$ cat src/rtl/branch_resolver_pkg.sv
// branch_resolver_pkg: shared encodings, state/resolution enums and counter helpers
package branch_resolver_pkg;
   typedef enum logic [1:0] {
      MODE_STATIC  = 2'd0,
      MODE_BIMODAL = 2'd1,
      MODE_GSHARE  = 2'd2,
      MODE_RSVD    = 2'd3
   } mode_e;
   typedef enum logic {ST_IDLE, ST_CLEAR} state_e;
   typedef enum logic [2:0] {
      RES_NONE,
      RES_OK,
      RES_MISS_T,
      RES_MISS_NT,
      RES_BAD_TGT,
      RES_NONBR
   } res_e;
   localparam logic [1:0] CTR_MIN   = 2'b00;
   localparam logic [1:0] CTR_RESET = 2'b01;
   localparam logic [1:0] CTR_ALLOC = 2'b10;
   localparam logic [1:0] CTR_MAX   = 2'b11;
   function automatic logic [1:0] ctr_next(input logic [1:0] c, input logic t);
      return t ? ((c == CTR_MAX) ? c : c + 2'd1) : ((c == CTR_MIN) ? c : c - 2'd1);
   endfunction
endpackage

$ cat src/rtl/branch_resolver_btb_table.sv
// btb_table: valid/tag/target/counter storage, combinational read, read-modify-write update port
module btb_table
   import branch_resolver_pkg::*;
#(
   parameter int ENTRIES = 16,
   parameter int IDX_W   = 4,
   parameter int TAG_W   = 26,
   parameter int PC_W    = 32
) (
   input  logic             clk,
   input  logic             reset_n,
   input  logic [IDX_W-1:0] rd_idx_i,
   output logic             rd_valid_o,
   output logic [TAG_W-1:0] rd_tag_o,
   output logic [PC_W-1:0]  rd_target_o,
   output logic             rd_taken_o,
   input  logic             wr_en_i,
   input  logic [IDX_W-1:0] wr_idx_i,
   input  logic [TAG_W-1:0] wr_tag_i,
   input  logic             wr_taken_i,
   input  logic [PC_W-1:0]  wr_target_i,
   input  logic             inv_en_i,
   input  logic [IDX_W-1:0] inv_idx_i
);
   logic [ENTRIES-1:0] valid_q;
   logic [1:0]         ctr_q [ENTRIES];
   logic [TAG_W-1:0]   tag_q [ENTRIES];
   logic [PC_W-1:0]    tgt_q [ENTRIES];
   logic               wr_hit;

   assign rd_valid_o  = valid_q[rd_idx_i];
   assign rd_tag_o    = tag_q[rd_idx_i];
   assign rd_target_o = tgt_q[rd_idx_i];
   assign rd_taken_o  = ctr_q[rd_idx_i][1];
   assign wr_hit      = valid_q[wr_idx_i] && (tag_q[wr_idx_i] == wr_tag_i);

   always_ff @(posedge clk or negedge reset_n) begin
      if (!reset_n) begin
         valid_q <= '0;
         for (int i = 0; i < ENTRIES; i++) ctr_q[i] <= CTR_RESET;
      end else begin
         if (wr_en_i && (wr_hit || wr_taken_i)) begin
            ctr_q[wr_idx_i]   <= wr_hit ? ctr_next(ctr_q[wr_idx_i], wr_taken_i) : CTR_ALLOC;
            valid_q[wr_idx_i] <= 1'b1;
         end
         if (inv_en_i) valid_q[inv_idx_i] <= 1'b0;
      end
   end

   // a taken update either refreshes a hit (same tag) or allocates, so both rewrite tag and target
   always_ff @(posedge clk) begin
      if (wr_en_i && wr_taken_i) begin
         tag_q[wr_idx_i] <= wr_tag_i;
         tgt_q[wr_idx_i] <= wr_target_i;
      end
   end
endmodule

$ cat src/rtl/branch_resolver.sv
// branch_resolver: BTB/PHT fetch prediction, execute-stage resolution/redirect, table clear FSM, stats
module branch_resolver
   import branch_resolver_pkg::*;
#(
   parameter int PC_W    = 32,
   parameter int ENTRIES = 16,
   parameter int GHR_W   = 4
) (
   input  logic             clk,
   input  logic             reset_n,
   input  logic [1:0]       mode,
   input  logic             f_valid,
   input  logic [PC_W-1:0]  f_pc,
   output logic             f_pred_taken,
   output logic [PC_W-1:0]  f_pred_target,
   output logic [GHR_W-1:0] f_ghr,
   input  logic             ex_valid,
   input  logic             ex_is_branch,
   input  logic [PC_W-1:0]  ex_pc,
   input  logic             ex_taken,
   input  logic [PC_W-1:0]  ex_target,
   input  logic             ex_pred_taken,
   input  logic [PC_W-1:0]  ex_pred_target,
   input  logic [GHR_W-1:0] ex_ghr,
   output logic             redirect,
   output logic [PC_W-1:0]  redirect_pc,
   input  logic             tbl_clear,
   output logic             busy,
   input  logic             stat_clr,
   output logic [31:0]      branch_cnt,
   output logic [31:0]      mispred_cnt
);
   localparam int IDX_W = $clog2(ENTRIES);
   localparam int TAG_W = PC_W - IDX_W - 2;

   state_e           st_q, st_d;
   logic [IDX_W-1:0] clr_q, clr_d;
   logic [GHR_W-1:0] ghr_q, ghr_d;
   logic [31:0]      branch_cnt_q, branch_cnt_d, mispred_cnt_q, mispred_cnt_d;
   res_e             res;
   logic             gshare, resolve, rd_valid, rd_taken, rd_hit;
   logic [IDX_W-1:0] f_idx, ex_idx;
   logic [TAG_W-1:0] rd_tag;
   logic [PC_W-1:0]  rd_target;

   assign gshare  = (mode == MODE_GSHARE);
   assign f_idx   = f_pc[IDX_W+1:2] ^ (gshare ? IDX_W'(ghr_q) : '0);
   assign ex_idx  = ex_pc[IDX_W+1:2] ^ (gshare ? IDX_W'(ex_ghr) : '0);
   assign busy    = (st_q == ST_CLEAR);
   assign resolve = ex_valid && ex_is_branch;
   assign rd_hit  = rd_valid && (rd_tag == f_pc[PC_W-1:IDX_W+2]);

   assign f_pred_taken  = f_valid && (mode == MODE_BIMODAL || gshare) && rd_hit && rd_taken && !busy;
   assign f_pred_target = f_pred_taken ? rd_target : f_pc + PC_W'(4);
   assign f_ghr         = ghr_q;
   assign branch_cnt    = branch_cnt_q;
   assign mispred_cnt   = mispred_cnt_q;

   btb_table #(.ENTRIES(ENTRIES), .IDX_W(IDX_W), .TAG_W(TAG_W), .PC_W(PC_W)) u_btb (
      .clk        (clk),
      .reset_n    (reset_n),
      .rd_idx_i   (f_idx),
      .rd_valid_o (rd_valid),
      .rd_tag_o   (rd_tag),
      .rd_target_o(rd_target),
      .rd_taken_o (rd_taken),
      .wr_en_i    (resolve && !busy),
      .wr_idx_i   (ex_idx),
      .wr_tag_i   (ex_pc[PC_W-1:IDX_W+2]),
      .wr_taken_i (ex_taken),
      .wr_target_i(ex_target),
      .inv_en_i   (busy || (res == RES_NONBR)),
      .inv_idx_i  (busy ? clr_q : ex_idx)
   );

   always_comb begin
      res = RES_NONE;
      if (resolve)
         res = !ex_pred_taken ? (ex_taken ? RES_MISS_T : RES_OK)
             : !ex_taken ? RES_MISS_NT
             : (ex_target == ex_pred_target) ? RES_OK : RES_BAD_TGT;
      else if (ex_valid && ex_pred_taken)
         res = RES_NONBR;
   end

   assign redirect    = (res == RES_MISS_T) || (res == RES_MISS_NT) || (res == RES_BAD_TGT) || (res == RES_NONBR);
   assign redirect_pc = (res == RES_MISS_NT || res == RES_NONBR) ? ex_pc + PC_W'(4) : ex_target;

   always_comb begin
      st_d  = st_q;
      clr_d = '0;
      if (st_q == ST_IDLE) begin
         if (tbl_clear) st_d = ST_CLEAR;
      end else begin
         clr_d = clr_q + 1'b1;
         if (clr_q == IDX_W'(ENTRIES - 1)) st_d = ST_IDLE;
      end
   end

   // redirect repairs history from the fetch-time snapshot, overriding speculative shifts
   assign ghr_d = redirect ? ((res == RES_NONBR) ? ex_ghr : {ex_ghr[GHR_W-2:0], ex_taken})
                : (f_valid && rd_hit) ? {ghr_q[GHR_W-2:0], f_pred_taken} : ghr_q;

   assign branch_cnt_d  = stat_clr ? '0 : (resolve && ~&branch_cnt_q) ? branch_cnt_q + 32'd1 : branch_cnt_q;
   assign mispred_cnt_d = stat_clr ? '0 : (redirect && ~&mispred_cnt_q) ? mispred_cnt_q + 32'd1 : mispred_cnt_q;

   always_ff @(posedge clk or negedge reset_n) begin
      if (!reset_n) begin
         st_q          <= ST_IDLE;
         clr_q         <= '0;
         ghr_q         <= '0;
         branch_cnt_q  <= '0;
         mispred_cnt_q <= '0;
      end else begin
         st_q          <= st_d;
         clr_q         <= clr_d;
         ghr_q         <= ghr_d;
         branch_cnt_q  <= branch_cnt_d;
         mispred_cnt_q <= mispred_cnt_d;
      end
   end
endmodule

$ cat config.mk
export PLATFORM = sky130hd
export DESIGN_NAME = branch_resolver
export DESIGN_NICKNAME = d
export VERILOG_FILES = /design/src/rtl/branch_resolver_pkg.sv /design/src/rtl/branch_resolver_btb_table.sv /design/src/rtl/branch_resolver.sv
export SDC_FILE = /design/constraint.sdc
export NUM_CORES = 2
export LEC_CHECK = 0
export BUFFER_PORTS_ARGS = -buffer_cell sky130_fd_sc_hd__buf_4
export CAP_MARGIN = 20
export CORE_UTILIZATION = 50
export DETAILED_ROUTE_END_ITERATION = 7
export PLACE_DENSITY = 0.67
export SYNTH_ARGS = -nofsm -noshare
export SYNTH_HDL_FRONTEND = slang
export SYNTH_SLANG_ARGS = --single-unit
$ cat constraint.sdc
create_clock -name clk -period 16.85 [get_ports clk]
set_clock_uncertainty 0.1 [all_clocks]
set_input_delay 0.8425 -clock clk [delete_from_list [all_inputs] [get_ports clk]]
set_output_delay 0.8425 -clock clk [all_outputs]
set_load 0.005 [all_outputs]
==> impl_metrics.toml <==
[outcome]
status = "complete, but fails checks"
violations = "DRC"

[place]
port_buffers = 277
hpwl_um = 108000
gp_routability_congestion = 0.974

[power]
powerDensity_nw_per_um2 = 107
p_leak_nw = 19.2
clock_power_share_pct = 40.8
p_int_w = 0.00456
sw_frac_of_total_pct = 25.4
vdd_ir_drop_max_uv = 91.5
comb_power_share_pct = 12.6
power.total_w = 0.00612
power.share.sequential_pct = 46.7
power_switching_w = 0.00155

[routing]
avgViaCountPerCell = 7.02
vias = 35300
ant_nets = 0
drc = 1
drt-total-wl_um = 173000
wl_per_cell_um = 34.4
dr.pass1.iters = 8
first_iter_violations = 5825

[cts]
cts-buffers-inserted = 106
post_cts_buffers = 0
hold_buffers = 0
cts.repair.resized = 0
path_clk_slew_ns = 0.06
cts_tree = "yes"
clock_path_buffers = 3
htree_levels = 3
cts.sinks = 1049
clock_latency_ns = 0.72
cts-root-buf = "clkbuf_16"

[synth]
yosysWarnings = 0
yosysTopAreaCell = "edfxtp_1"
async_reset_ff_share_pct = 11.5
synth-seq-cells = 1049
ys_seq_area_share_pct = 62.0
muxShareOfSynthArea_pct = 14.5
syn_avg_cell_area_sq_um = 14.7
synth_area_sq_um = 49900
synth_top_family_by_area = "multiplexers"
syn_nets = 3549
post-synth-top-count-cell = "edfxtp_1"
synth-main-ff-cell = "edfxtp_1"
synth_top_cell_area_share_pct = 55.9
synth_common_cells = "928 x edfxtp_1, 296 x nand2_1, 260 x mux4_2"
synth_area_leaders = "edfxtp_1 56%, mux4_2 12%, dfrtp_1 5.3%, nand2_1 2.2%, xor2_1 1.9%"
synth_compound_area_share_pct = 9.35
synth-simple-area-share_pct = 8.25
yosys.area_share.adder_pct = 0.191
synth_edf_count = 928
synth_cells = 3400
synth_xor_area_share_pct = 3.34
yosys.cell_types.count = 92

[critical_path]
r2r_start = "f_ghr[0]"
crit_fanout = 51
end_kind = "primary output"
required_ns = 15.91
cp-startpoint = "mode[0]"
r2r_slack_ns = 10.46
cp_data_arrival_time_ns = 7.67
start_kind = "input port"
critPathKind = "input port to primary output"

[grt]
groute.usage.overall_pct = 33.8
grt-ovfl-total = 0
grt_pass1_vias = 33700
antenna_found_initial = 9
grt_max_degree = 104
grt_pass1_wl_um = 244000

[timing]
final_hold_viol_count = 0
period_needed_ns = 8.62
slew_viol_final = 0
setup_viol = 0
rsz0062_at_grt = "no"
worst_pin_slew_ns = 1.22
relSlewSlack_pct = 17.7
max_freq_ghz = 0.116
post-route-period-util_pct = 51.1
tns_ns = 0

[cells_and_area]
drive_gt1_share_pct = 24.6
seqCellArea_sq_um = 30900
syn_to_final_growth_pct = 14.5
num-fill-cells = 7545
nets = 3791
multi_input_area_sq_um = 18000

[floorplanning]
die_h_um = 318
die_w_um = 318
initial_utilization_pct = 50.6
rows = 115
core_sq_um = 98600
ios = 278
dieArea_sq_um = 101000

[run]
max_cap_violations = 0

[worst_hold_path]
hold_path.class = "input port to async pin"
[path summary, 6_finish.rpt]
kind | endpoint | cells after the start
max | f_pred_target[1] | 17
min | branch_cnt[23] | 1
max reg2reg | f_ghr[0] | 12
min reg2reg | u_btb.ctr_q[8] | 2
max in group asynchronous | u_btb.valid_q[1] | 2
min in group clk | busy | 2
[worst max-delay path, cell delays in order]
cell,delay [ns]
buf_4,0.08
inv_1,0.03
ha_1,0.18
buf_4,0.28
a21boi_1,0.47
or2_4,0.75
buf_4,0.88
mux4_2,0.61
mux2i_1,0.44
o2bb2ai_1,0.13
o21ai_0,0.28
o211ai_1,0.14
nor4_1,0.34
or4b_1,0.75
nor2_8,0.79
mux2_2,0.42
buf_4,0.14
[layer usage]
metal | track usage (%) | vias to the layer above | share of wire (%)
li1 | - | 14100 | -
met1 | 45.9 | 17700 | 36
met2 | 49.6 | 2914 | 44
met3 | 10.0 | 579 | 14
met4 | 17.2 | 8 | 5.7
met5 | 0 | - | 0.030
[power by group through the flow]
stage	Sequential (W)	Combinational (W)	Clock, W
2_1_floorplan	0.00291	0.000438	0
5_1_grt	0.00286	0.000799	0.00261
3_3_place_gp	0.00291	0.000741	0
6_report	0.00286	0.000769	0.00249
4_1_cts	0.00286	0.000749	0.00251
3_5_place_dp	0.00291	0.000745	0
[registers in the layout, summed over array words and instances (netlist names)]
signal         cells
u_btb.tgt_q      512
u_btb.tag_q      416
branch_cnt        32
mispred_cnt       32
u_btb.ctr_q       32
u_btb.valid_q     16
clr_q              4
f_ghr              4
busy               1
[cell usage in the layout (no fill, tap or decap), drive strengths merged, types with 47 or more instances in the layout]
cell      n
o22ai    88
xor2    109
edfxtp  928
buf     364
nand3    98
dfrtp   105
nor2    229
o22a     47
clkbuf  129
mux4    265
xnor2    79
o21ai    97
o221ai   49
mux2     47
a21oi    96
mux2i    61
nand2   297
[kinds of logic (layout without fill, tap and decap cells)]
kind of cell | count (synthesis) | after routing
mux | 373 | 373
fa+ha+maj | 8 | 8
simple gates | 873 | 873
compound gates | 653 | 653
other cells | 0 | 3
flops | 1049 | 1049
xor+xnor | 188 | 188
buf+inv | 256 | 591
[metrics by stage]
step	util, %	setup slack, ns	hold WS, ns	instance area [sq um]	std cells
2_1_floorplan	-	8.16	0.371	49900	3400
4_1_cts	57.9	8.36	0.105	57100	5021
3_5_place_dp	54.2	8.38	0.389	53400	4820
6_report	57.9	8.23	0.0890	57100	5025
3_3_place_gp	54.2	8.52	0.382	53400	4820
5_1_grt	57.9	8.03	0.155	57100	5022
[area by class of cell]
| class | count | area share [%] |
|---|---|---|
| timing repair buffer | 364 | 4.81 |
| clock inverter | 72 | 1.58 |
| sequential | 1049 | 54.2 |
| tap | 1287 | 2.82 |
| inverter | 26 | 0.171 |
| antenna | 3 | 0.0132 |
| multi-input combinational | 2095 | 31.6 |
| clock buffer | 129 | 4.87 |
Power figures use the tool's default switching activity.
